--- src/rtl/inst_sequencer.sv ---
// Instruction sequencer for the dual-core tiled datapath: per kernel position it
// issues weight load, activation execute and ofifo-to-psum writeback words.
module inst_sequencer #(
  parameter int row   = 2,
  parameter int col   = 2,
  parameter int drain = 4
) (
  input  logic        clk,
  input  logic        reset,
  input  logic        start,
  input  logic [3:0]  cfg_num_kij,
  input  logic [10:0] cfg_num_nij,
  input  logic [10:0] cfg_w_base,
  input  logic [10:0] cfg_a_base,
  input  logic [10:0] cfg_o_base,
  input  logic [1:0]  cfg_tile,
  input  logic        cfg_mode,
  input  logic        cfg_relu,
  input  logic        ofifo_valid,
  output logic [33:0] inst,
  output logic        mode,
  output logic        sel,
  output logic        relu,
  output logic [1:0]  tile,
  output logic        busy,
  output logic        done
);
  localparam logic [33:0] IDLE_WORD = 34'h1_800C_0000;

  typedef enum logic [3:0] {
    S_IDLE, S_W_XRD, S_W_LOAD, S_W_DRAIN, S_A_XRD, S_A_EXEC, S_A_DRAIN, S_O_WB, S_DONE
  } state_t;

  state_t      r_state, w_state_nx;
  logic [11:0] r_cnt, w_cnt_nx;
  logic [10:0] r_j, w_j_nx, w_jaddr;
  logic [3:0]  r_k, w_k_nx;
  logic        r_sel, w_sel_nx, r_zero, w_zero_nx, w_beat, w_start;
  logic [3:0]  r_num_kij, w_num_kij;
  logic [10:0] r_num_nij, w_num_nij, r_w_base, w_w_base, r_a_base, w_a_base, r_o_base, w_o_base;
  logic [1:0]  r_tile_cfg, w_tile_cfg;
  logic        r_mode_cfg, w_mode_cfg, r_relu_cfg, w_relu_cfg;
  logic [33:0] r_inst, w_inst_nx;
  logic [10:0] w_kxr;
  logic        r_mode, r_relu, r_busy, r_done;
  logic [1:0]  r_tile;

  // Configuration as seen by the next cycle: fresh inputs on the accepting edge.
  always_comb begin
    w_start    = (r_state == S_IDLE) && start;
    w_num_kij  = w_start ? cfg_num_kij : r_num_kij;
    w_num_nij  = w_start ? cfg_num_nij : r_num_nij;
    w_w_base   = w_start ? cfg_w_base  : r_w_base;
    w_a_base   = w_start ? cfg_a_base  : r_a_base;
    w_o_base   = w_start ? cfg_o_base  : r_o_base;
    w_tile_cfg = w_start ? cfg_tile    : r_tile_cfg;
    w_mode_cfg = w_start ? cfg_mode    : r_mode_cfg;
    w_relu_cfg = w_start ? cfg_relu    : r_relu_cfg;
  end

  always_comb begin
    w_state_nx = r_state;
    w_cnt_nx   = r_cnt + 12'd1;
    w_j_nx     = r_j;
    w_jaddr    = r_j;
    w_k_nx     = r_k;
    w_sel_nx   = r_sel;
    w_zero_nx  = r_zero;
    w_beat     = 1'b0;
    case (r_state)
      S_IDLE: if (start) begin
        w_state_nx = S_W_XRD;
        w_cnt_nx   = 12'd0;
        w_k_nx     = 4'd0;
        w_sel_nx   = 1'b0;
        w_zero_nx  = (cfg_num_kij == 4'd0) || (cfg_num_nij == 11'd0);
      end
      S_W_XRD: if (r_zero) begin
        w_state_nx = S_DONE;
      end else if (r_cnt == 12'(row)) begin
        w_state_nx = S_W_LOAD;
        w_cnt_nx   = 12'd0;
      end
      S_W_LOAD: if (r_cnt == 12'(col - 1)) begin
        w_state_nx = S_W_DRAIN;
        w_cnt_nx   = 12'd0;
      end
      S_W_DRAIN: if (r_cnt == 12'(drain - 1)) begin
        w_state_nx = S_A_XRD;
        w_cnt_nx   = 12'd0;
      end
      S_A_XRD: if (r_cnt == {1'b0, r_num_nij}) begin
        w_state_nx = S_A_EXEC;
        w_cnt_nx   = 12'd0;
      end
      S_A_EXEC: if (r_cnt == {1'b0, r_num_nij} - 12'd1) begin
        w_state_nx = S_A_DRAIN;
        w_cnt_nx   = 12'd0;
      end
      S_A_DRAIN: if (r_cnt == 12'(drain - 1)) begin
        w_state_nx = S_O_WB;
        w_cnt_nx   = 12'd0;
        w_beat     = ofifo_valid;
        w_jaddr    = 11'd0;
        w_j_nx     = {10'd0, ofifo_valid};
      end
      // r_j counts beats already placed on inst, so equality means the last one is out.
      S_O_WB: if (r_j == r_num_nij) begin
        if (r_k == r_num_kij - 4'd1) begin
          w_state_nx = S_DONE;
        end else begin
          w_state_nx = S_W_XRD;
          w_cnt_nx   = 12'd0;
          w_k_nx     = r_k + 4'd1;
          w_sel_nx   = ~r_sel;
        end
      end else begin
        w_beat = ofifo_valid;
        if (ofifo_valid) w_j_nx = r_j + 11'd1;
      end
      S_DONE:  w_state_nx = S_IDLE;
      default: w_state_nx = S_IDLE;
    endcase
  end

  // Word for the next cycle, built from the next state so every output is registered.
  always_comb begin
    w_inst_nx = IDLE_WORD;
    w_kxr     = 11'(w_k_nx) * 11'(row);
    case (w_state_nx)
      S_W_XRD: if (!w_zero_nx) begin
        if (w_cnt_nx < 12'(row)) begin
          w_inst_nx[19]   = 1'b0;
          w_inst_nx[17:7] = w_w_base + w_kxr + w_cnt_nx[10:0];
        end
        w_inst_nx[2] = (w_cnt_nx != 12'd0);
      end
      S_W_LOAD: begin
        w_inst_nx[0] = 1'b1;
        w_inst_nx[3] = 1'b1;
      end
      S_A_XRD: begin
        if (w_cnt_nx < {1'b0, w_num_nij}) begin
          w_inst_nx[19]   = 1'b0;
          w_inst_nx[17:7] = w_a_base + w_cnt_nx[10:0];
        end
        w_inst_nx[2] = (w_cnt_nx != 12'd0);
      end
      S_A_EXEC: begin
        w_inst_nx[1] = 1'b1;
        w_inst_nx[3] = 1'b1;
      end
      S_O_WB: if (w_beat) begin
        w_inst_nx[33]    = (w_k_nx != 4'd0);
        w_inst_nx[32]    = 1'b0;
        w_inst_nx[31]    = 1'b0;
        w_inst_nx[30:20] = w_o_base + w_jaddr;
        w_inst_nx[6]     = 1'b1;
      end
      default: w_inst_nx = IDLE_WORD;
    endcase
  end

  always_ff @(posedge clk) begin
    if (reset) begin
      r_state    <= S_IDLE;
      r_cnt      <= 12'd0;
      r_j        <= 11'd0;
      r_k        <= 4'd0;
      r_sel      <= 1'b0;
      r_zero     <= 1'b0;
      r_num_kij  <= 4'd0;
      r_num_nij  <= 11'd0;
      r_w_base   <= 11'd0;
      r_a_base   <= 11'd0;
      r_o_base   <= 11'd0;
      r_tile_cfg <= 2'd0;
      r_mode_cfg <= 1'b0;
      r_relu_cfg <= 1'b0;
      r_inst     <= IDLE_WORD;
      r_mode     <= 1'b0;
      r_tile     <= 2'd0;
      r_relu     <= 1'b0;
      r_busy     <= 1'b0;
      r_done     <= 1'b0;
    end else begin
      r_state    <= w_state_nx;
      r_cnt      <= w_cnt_nx;
      r_j        <= w_j_nx;
      r_k        <= w_k_nx;
      r_sel      <= w_sel_nx;
      r_zero     <= w_zero_nx;
      r_num_kij  <= w_num_kij;
      r_num_nij  <= w_num_nij;
      r_w_base   <= w_w_base;
      r_a_base   <= w_a_base;
      r_o_base   <= w_o_base;
      r_tile_cfg <= w_tile_cfg;
      r_mode_cfg <= w_mode_cfg;
      r_relu_cfg <= w_relu_cfg;
      r_inst     <= w_inst_nx;
      r_busy     <= (w_state_nx != S_IDLE);
      r_done     <= (w_state_nx == S_DONE);
      r_mode     <= (w_state_nx != S_IDLE) && w_mode_cfg;
      r_tile     <= (w_state_nx != S_IDLE) ? w_tile_cfg : 2'd0;
      r_relu     <= (w_state_nx == S_O_WB) && (w_k_nx == w_num_kij - 4'd1) && w_relu_cfg;
    end
  end

  assign inst = r_inst;
  assign mode = r_mode;
  assign sel  = r_sel;
  assign relu = r_relu;
  assign tile = r_tile;
  assign busy = r_busy;
  assign done = r_done;
endmodule

--- config.mk ---
export PLATFORM = sky130hd
export DESIGN_NAME = inst_sequencer
export DESIGN_NICKNAME = d
export VERILOG_FILES = /design/src/rtl/inst_sequencer.sv
export SDC_FILE = /design/constraint.sdc
export NUM_CORES = 1
export LEC_CHECK = 0
export BUFFER_PORTS_ARGS = -buffer_cell sky130_fd_sc_hd__buf_2
export CORE_ASPECT_RATIO = 1.2
export CORE_MARGIN = 2
export CORE_UTILIZATION = 55
export DETAILED_ROUTE_END_ITERATION = 7
export PLACE_DENSITY = 0.88
export SYNTH_ARGS = -nofsm -noshare
export SYNTH_HDL_FRONTEND = slang
export SYNTH_SLANG_ARGS = --single-unit
export TNS_END_PERCENT = 20
--- constraint.sdc ---
create_clock -name clk -period 8.8 [get_ports clk]
set_input_delay 1.76 -clock clk [delete_from_list [all_inputs] [get_ports clk]]
set_output_delay 1.76 -clock clk [all_outputs]
set_load 0.02 [all_outputs]
==> run summary, run 1 <==
crit-path cells - or4_4 -> o31a_1 -> or4_1 -> a2111o_1 -> o21ai_1 -> and3_1 -> nor2_1 -> fa_1 -> ha_1 -> inv_1 -> fa_1 -> nor2b_1 -> o21ai_0 -> a21boi_0 -> o21ai_0 -> a21boi_0 -> o21a_1 -> or3_1 -> a32o_1
met1 usage - 28.8%
H-tree levels - 4
Post-CTS Setup Repair Bufs - 0
wire length per cell - 16.8 microns
slowest CP cell - and3_1
dpl ws - 2.96 ns
Synth top area share - 33.2%
Least-Margin Pin Slew - 0.962 ns
global routing usage on met2 - 48.9%
yosys warns - 0
switching share of power - 27.4%
DRC - 0
Slew Viols, Final - 0
first-pass GRT wire length - 29800 microns
Syn Std Cell Area - 7290 sq um
final antenna-violating net count - 0
worst hold slack - 0.468 ns
Root Buffer - clkbuf_16
Fin Setup TNS - 0 ns
kind of critical path - reg -> reg
cell taking the most area after synthesis - dfxtp_1
combinational share of power - 17.2%
GRT Overall Usage - 27.6%
Final Hold Fails - 0
sequential power share - 36.0%
DRT iter0 DRCs - 426
sequential-to-total area share from yosys stat - 33.2%
layout net count - 1066
TritonCTS Sinks - 121
hpwl dp - 13900 microns
GP Congestion - 0.990
Die X - 109 microns
CTS resizes - 0
fin worst setup slack - 2.79 ns
top post-synthesis cells by area - dfxtp_1, ha_1, nand2_1
Worst Path Required - 9.12 ns
Vias/cell - 5.70
Worst EP arrival - 6.33 ns
CTS tree - done
I/O Pins - 97
FF+latch count, synth - 121
layout cells sized above 1 - 14.6%
Initial Util - 55.8%
Antenna diodes - 0
P_sw - 452 uW
TritonRoute pass-1 iters - 7
status - finished, final reports clean
Top FF cell, synth - dfxtp_1
P&R area growth vs syn - 15.5%
Cell Int Power - 1200 uW
cell family with most CP delay - simple AND/OR/NAND/NOR gates
relative slew slack - 34.2%
clock network power share - 46.8%
post-synthesis cell type count - 76
num rows - 46
largest net degree at the start of global routing - 49
M3 GR Usage - 6.74%
Final Cycle Share - 68.3%
die height - 130 microns
clock skew - 0.0209 ns
final WL - 19000 microns
Hold WC Path Type - reg -> reg
CP Buf/Inv Count - 1
CP startpoint kind - register
Final Util - 64.5%
VDD IR max - 0.000129 V
global route hottest layer - met2
top cell types by occurrence after synthesis - dfxtp_1, nand2_1, nor2_1
maxcap violations - 0
fin area - 8430 sq um
Post-synth ARST share - 0%
Reg clk slew, reported paths - 0.06 ns
CTS Hold Buffers Added - 0
most common cell in the synthesized netlist - dfxtp_1
Crit path largest cell delay - 0.60 ns
Post-Syn Instances - 884
syn_area_per_cell - 8.25 sq um
vias in the first global route - 6323
crit-path max FO - 17
TritonCTS Buffers - 17
min Tclk post-route - 6.01 ns
final setup fails - 0
placed cell areas - 7770 sq um
number of synthesized flops with an enable pin - 0
global route overflow - 0
P_leak - 0.00399 uW
CTS max path bufs - 2
Vias - 6450
RSZ-0062 raised after global routing - false
Port-buffer cells - 93
Core Box Area - 13100 sq um
PwrDens - 196 nW/um^2
fmax - 166 MHz
Die ar. - 14200 sq um
clock latency on the worst-skew pair - 0.43 ns
initial antenna violation count - 0
Setup crit end kind - register
## cell usage in the layout (no fill, tap or decap), types with 24 or more instances in the layout
| master | count |
|---|---|
| inv_1 | 38 |
| xor2_1 | 39 |
| and2_1 | 40 |
| buf_2 | 93 |
| dfxtp_1 | 121 |
| nand2_1 | 120 |
| a21oi_1 | 28 |
| ha_1 | 53 |
| mux2i_1 | 24 |
| nor3_1 | 26 |
| nor2_1 | 102 |
| xnor2_1 | 34 |
## kinds of logic (layout without fill, tap and decap cells)
| kind of cell | after synthesis | in the layout | share of synthesized area (%) |
|---|---|---|---|
| simple gates | 389 | 389 | 26.0 |
| compound gates | 124 | 124 | 11.8 |
| mux | 25 | 25 | 3.45 |
| xor+xnor | 75 | 75 | 9.39 |
| fa+ha+maj | 60 | 60 | 11.0 |
| flops | 121 | 121 | 33.2 |
| buf+inv | 88 | 166 | 5.08 |
| other cells | 2 | 3 | 0.103 |
## worst register-to-register path, stage by stage, from the launching register on
cell,delay (ns)
dfxtp_1,0.39
or4_4,0.58
o31a_1,0.30
or4_1,0.51
a2111o_1,0.41
o21ai_1,0.20
and3_1,0.60
nor2_1,0.26
fa_1,0.53
ha_1,0.24
inv_1,0.09
fa_1,0.21
nor2b_1,0.05
o21ai_0,0.20
a21boi_0,0.16
o21ai_0,0.26
a21boi_0,0.16
o21a_1,0.19
or3_1,0.32
a32o_1,0.25
## power groups by stage
stage / Combinational [uW] / Clock, uW / Sequential (uW)
CTS: 280 / 778 / 594
finish: 283 / 772 / 594
global placement: 267 / 0 / 604
floorplan: 205 / 0 / 602
global route: 310 / 804 / 597
detailed placement: 276 / 0 / 605
## sequential cells by signal, summed over array words and instances (netlist names), 2 cells and up
| name | count |
|---|---|
| r_cnt | 12 |
| r_k | 4 |
| inst | 30 |
| r_num_kij | 4 |
| r_o_base | 11 |
| r_num_nij | 11 |
| r_tile_cfg | 2 |
| r_j | 11 |
| tile | 2 |
| r_state | 4 |
| r_a_base | 11 |
| r_w_base | 11 |
## final cells by class
class / instances / area [sq um]
clock buffers: 18 / 439
inverters: 38 / 143
clock inverters: 14 / 219
multi-input cells: 676 / 4500
well taps: 168 / 210
fillers: 1081 / 4640
repair buffers: 96 / 488
flip-flops and latches: 121 / 2420
## per-stage QoR
step / std cells / power [uW]
after detailed placement: 1099 / 881
final: 1131 / 1650
after floorplan: 885 / 807
after global placement: 1099 / 871
after CTS: 1131 / 1650
after global routing: 1131 / 1710
## metal layers
metal	wire, microns	vias to the layer above
li1	-	3162
met1	7310	2980
met2	9630	242
met3	1110	66
met4	905	0
met5	0	-
## worst paths after layout
| path | endpoint | slack, ns | startpoint | cells after the start |
|---|---|---|---|---|
| max | inst[16] | 2.79 | r_num_nij[0] | 19 |
| min | r_relu_cfg | 0.47 | r_relu_cfg | 2 |
| max reg2reg | inst[16] | 2.79 | r_num_nij[0] | 19 |
| min reg2reg | r_relu_cfg | 0.47 | r_relu_cfg | 2 |
Power figures use the tool's default switching activity.
==> run 2: changes to the inputs <==
Settings changed: ABC_AREA set to 1, CORE_UTILIZATION 55 to 54, PLACE_DENSITY 0.88 to 0.89.
Clock period 8.8 ns to 5.3 ns, I/O delays scaled along.
==> run summary, run 2 <==
Core Box Area - 14500 sq um
Initial Util - 55.5%
most common cell in the synthesized netlist - nand2_1
final antenna-violating net count - 0
Largest register FFs - 30
top post-synthesis cells by area - dfxtp_1, nand2_1, inv_1
number of synthesized flops with an enable pin - 0
maxcap violations - 0
crit-path max FO - 11
sequential-to-total area share from yosys stat - 30.1%
syn_area_per_cell - 6.83 sq um
TritonCTS Sinks - 121
most frequent cells in the layout - nand2_1, inv_1, nor2_1, dfxtp_1, buf_2
Reg clk slew, reported paths - 0.06 ns
Least-Margin Pin Slew - 0.701 ns
FF+latch count, synth - 121
P_leak - 0.00475 uW
Worst Path Required - 5.64 ns
num rows - 48
fin worst setup slack - 0.838 ns
die height - 138 microns
GP Congestion - 1.02
Post-synth ARST share - 0%
I/O Pins - 97
global route overflow - 0
yosys warns - 0
cell taking the most area after synthesis - dfxtp_1
wire length per cell - 15.0 microns
top cell types by occurrence after synthesis - nand2_1, inv_1, nor2_1
RSZ-0062 raised after global routing - false
TritonRoute pass-1 iters - 5
Top FF cell, synth - dfxtp_1
Crit path largest cell delay - 0.55 ns
H-tree levels - 4
Post-CTS Setup Repair Bufs - 0
Die ar. - 15900 sq um
GRT Overall Usage - 28.5%
hpwl dp - 16700 microns
Final Hold Fails - 0
largest net degree at the start of global routing - 55
DRC - 0
Die X - 115 microns
post-synthesis cell type count - 48
CTS tree - done
Setup crit end kind - register
Slew Viols, Final - 0
TritonCTS Buffers - 17
dpl ws - 0.590 ns
first-pass GRT wire length - 35000 microns
relative slew slack - 52.7%
final setup fails - 0
Syn Std Cell Area - 8040 sq um
reg-to-reg endpoint - inst[16]
Worst Hold Launch - r_j[9]
slowest CP cell - fa_1
cell family with most CP delay - simple AND/OR/NAND/NOR gates
layout net count - 1377
Port-buffer cells - 93
initial antenna violation count - 1
Vias/cell - 5.34
clock skew - 0.00689 ns
min Tclk post-route - 4.46 ns
Synth top area share - 30.1%
CTS max path bufs - 2
Worst EP arrival - 4.80 ns
Fin Setup TNS - 0 ns
worst reg2reg path startpoint - r_num_nij[0]
CP Buf/Inv Count - 4
most common cell after layout, fill and taps aside - nand2_1
CTS Hold Buffers Added - 0
CP startpoint kind - register
Hold WC Path Type - reg -> reg
status - finished, final reports clean
Fillers - 1218
DRT iter0 DRCs - 587
depth of the most critical reg-to-reg path - 26
Root Buffer - clkbuf_16
Hold EP - r_j[9]
clock latency on the worst-skew pair - 0.41 ns
CTS resizes - 0
R2R Setup Slk - 0.84 ns
Vias - 7878
layout cells sized above 1 - 16.9%
final WL - 22100 microns
hold path depth - 1
Final Cycle Share - 84.2%
VDD IR max - 0.000207 V
PwrDens - 303 nW/um^2
Post-Syn Instances - 1177
vias in the first global route - 7452
fmax - 224 MHz
kind of critical path - reg -> reg
P&R area growth vs syn - 14.6%
==> run 2: final cells by class <==
class / instances / area (sq um) / area share, %
multi-input combinational: 820 / 4690 / 51.0
antenna: 1 / 2.50 / 0.0272
clock buffer: 21 / 470 / 5.11
clock inverter: 11 / 97.6 / 1.06
tap: 200 / 250 / 2.72
sequential: 121 / 2420 / 26.3
timing repair buffer: 99 / 513 / 5.57
inverter: 202 / 758 / 8.23
==> run 2: kinds of logic (layout without fill, tap and decap cells) <==
| family | after synthesis | in the layout | share of synthesized area, % |
|---|---|---|---|
| adder cells (fa/ha/maj) | 60 | 60 | 10.0 |
| multiplexers | 6 | 6 | 0.747 |
| buffers and inverters | 237 | 333 | 11.6 |
| other | 2 | 4 | 0.0935 |
| AND/OR/NAND/NOR | 530 | 530 | 29.6 |
| flip-flops | 121 | 121 | 30.1 |
| AO/OA/AOI/OAI | 181 | 181 | 13.5 |
| XOR/XNOR | 40 | 40 | 4.36 |
==> run 2: power breakdown <==
| group | internal (uW) | leakage, uW | switching (uW) |
|---|---|---|---|
| combinational | 246 | 0.00349 | 439 |
| clock | 679 | 0.000271 | 425 |
| sequential | 968 | 0.000990 | 32.0 |
==> run 2: layer usage <==
| layer | GRT usage (%) | up-vias | routed length (microns) |
|---|---|---|---|
| met5 | 0 | - | 0 |
| met4 | 16.8 | 0 | 1180 |
| met3 | 4.49 | 82 | 1250 |
| met2 | 49.1 | 305 | 10800 |
| met1 | 33.1 | 3567 | 8850 |
| li1 | - | 3924 | - |
==> run 2: metrics by stage <==
| stage | cells | util (%) | hold WS (ns) | power [uW] | instance area [sq um] |
|---|---|---|---|---|---|
| CTS | 1474 | 63.6 | 0.483 | 2780 | 9210 |
| finish | 1475 | 63.6 | 0.484 | 2790 | 9210 |
| global route | 1475 | 63.6 | 0.529 | 2910 | 9210 |
| floorplan | 1178 | - | 0.443 | 1520 | 8040 |
| detailed placement | 1442 | 59.7 | 0.473 | 1680 | 8640 |
| global placement | 1442 | 59.7 | 0.462 | 1670 | 8640 |
==> run 2: worst max-delay path by stage <==
| stage | to | depth (start not counted) | startpoint |
|---|---|---|---|
| 2_1_floorplan | inst[16] | 19 | start |
| 3_5_place_dp | inst[16] | 23 | start |
| 6_report | inst[16] | 26 | r_num_nij[0] |
| 3_3_place_gp | inst[16] | 23 | start |
| 4_1_cts | inst[16] | 25 | r_num_nij[0] |
| 5_1_grt | inst[16] | 27 | r_num_kij[0] |
==> run 3: changes to the inputs <==
Settings changed: CORE_UTILIZATION 54 to 55, PLACE_DENSITY 0.89 to 0.87.
Clock period 5.3 ns to 4.5 ns, I/O delays scaled along.
==> run summary, run 3 (synthesized netlist as in run 2, its figures left out) <==
status - finished, final reports clean
Core Box Area - 14400 sq um
TritonRoute pass-1 iters - 6
reg-to-reg endpoint - inst[16]
Final Cycle Share - 92.4%
Worst Path Required - 4.85 ns
CTS Hold Buffers Added - 0
fmax - 241 MHz
Setup crit start - r_num_nij[2]
global route overflow - 0
Tot Pwr - 3320 uW
Initial Util - 56.0%
Antenna diodes - 0
die height - 136 microns
Fin Setup TNS - 0 ns
largest net degree at the start of global routing - 65
DP Cell Count - 1426
final setup fails - 0
Slew Viols, Final - 0
kind of critical path - reg -> reg
sequential power share - 35.5%
CTS tree - done
combinational share of power - 24.9%
Setup crit end kind - register
maxcap violations - 0
Least-Margin Pin Slew - 0.743 ns
relative slew slack - 50.5%
P_leak - 0.00480 uW
Vias - 8020
first-pass GRT wire length - 36800 microns
wire length per cell - 15.4 microns
Root Buffer - clkbuf_16
R2R Setup Slk - 0.34 ns
initial antenna violation count - 0
layout cells sized above 1 - 17.5%
clock latency on the worst-skew pair - 0.42 ns
fin area - 9290 sq um
Cell Int Power - 2280 uW
Port-buffer cells - 93
Die X - 114 microns
placed cell areas - 8700 sq um
I/O Pins - 97
most common cell after layout, fill and taps aside - nand2_1
DRT iter0 DRCs - 665
Reg clk slew, reported paths - 0.05 ns
Crit path largest cell delay - 0.53 ns
Final Hold Fails - 0
Hold WC Path Type - reg -> reg
crit-path cells - inv_1 -> nand2_1 -> nand4_1 -> nor2_2 -> nand3_2 -> a21oi_2 -> nand2_1 -> a21oi_1 -> o21ai_0 -> o211ai_1 -> o21ai_1 -> fa_1 -> inv_1 -> ha_1 -> a21oi_1 -> o21ai_2 -> a21oi_1 -> o21bai_1 -> nand2_1 -> nand2_1 -> a21oi_1 -> xnor2_1 -> nand2_2 -> a21oi_2
P&R area growth vs syn - 15.6%
clock network power share - 39.6%
Die ar. - 15600 sq um
Fillers - 1186
GRT Overall Usage - 29.9%
RSZ-0062 raised after global routing - false
worst hold slack - 0.491 ns
crit path to - inst[16]
VDD IR max - 0.000241 V
layout net count - 1387
switching share of power - 31.2%
clock skew - 0.00892 ns
depth of the most critical reg-to-reg path - 24
TritonCTS Sinks - 121
final antenna-violating net count - 0
worst reg2reg path startpoint - r_num_nij[2]
final cell count without fillers - 1458
Worst EP arrival - 4.51 ns
final WL - 22400 microns
vias in the first global route - 7845
PwrDens - 357 nW/um^2
most frequent cells in the layout - nand2_1, inv_1, nor2_1, dfxtp_1, buf_2
CTS max path bufs - 2
Largest register FFs - 30
H-tree levels - 4
CP startpoint kind - register
slowest CP cell - fa_1
crit-path max FO - 6
P_sw - 1030 uW
hpwl dp - 16900 microns
GP Congestion - 0.997
Vias/cell - 5.50
TritonCTS Buffers - 17
min Tclk post-route - 4.16 ns
DRC - 0
num rows - 48
run 3: cell count changes in the layout (fill, tap and decap cells not counted), moves of 2 or more:
cell	change
clkinv_2	-2
buf_12	+2
buf_4	+8
clkbuf_1	+4
clkinvlp_4	-2
run 3: how the worst min path moves through the flow:
| stage | start | to | slack [ns] | cells past startpoint |
|---|---|---|---|---|
| floorplan | r_j[9] | r_j[9] | 0.44 | 1 |
| global placement | r_j[9] | r_j[9] | 0.47 | 1 |
| detailed placement | r_j[9] | r_j[9] | 0.48 | 1 |
| CTS | r_tile_cfg[1] | r_tile_cfg[1] | 0.49 | 2 |
| global route | r_j[9] | r_j[9] | 0.52 | 1 |
| finish | r_tile_cfg[1] | r_tile_cfg[1] | 0.49 | 2 |
run 3: timing repair:
item / CTS / global route
setup endpoints to repair: 0 / 3
resized for setup: 0 / 6
setup buffers: 0 / 1
run 3: per-layer routing:
metal / up-vias / global-route usage, % / share of wire, %
li1: 3934 / - / -
met1: 3651 / 35.7 / 41
met2: 332 / 50.6 / 47
met3: 103 / 4.41 / 5.7
met4: 0 / 18.4 / 5.8
met5: - / 0 / 0
run 3: cell type report:
type / instances / area, sq um / share of cell area (%)
multi-input combinational: 820 / 4710 / 50.7
timing repair buffer: 109 / 613 / 6.60
tap: 175 / 219 / 2.36
inverter: 202 / 758 / 8.16
clock buffer: 24 / 472 / 5.08
sequential: 121 / 2420 / 26.1
clock inverter: 7 / 93.8 / 1.01
run 3: worst max-delay path, delay by kind of cell (launching register included):
kind                     cells  cell delay (ns)
XOR/XNOR                     1             0.15
buffers and inverters        2             0.19
adder cells (fa/ha/maj)      2             0.89
AND/OR/NAND/NOR              8             0.79
AO/OA/AOI/OAI               11             1.64
flip-flops                   1             0.44
run 3: power groups by stage:
stage	sequential, uW	combinational [uW]	clock, uW
after floorplan	1210	580	0
after global placement	1200	777	0
after detailed placement	1200	798	0
after CTS	1180	811	1320
after global routing	1180	920	1360
final	1180	825	1310
run 3: per-stage QoR:
stage	util, %	setup slack [ns]
6_report	64.7	0.343
5_1_grt	64.7	0.0300
4_1_cts	64.5	0.177
3_5_place_dp	60.6	0.0748
3_3_place_gp	60.6	0.166
2_1_floorplan	-	0.0895
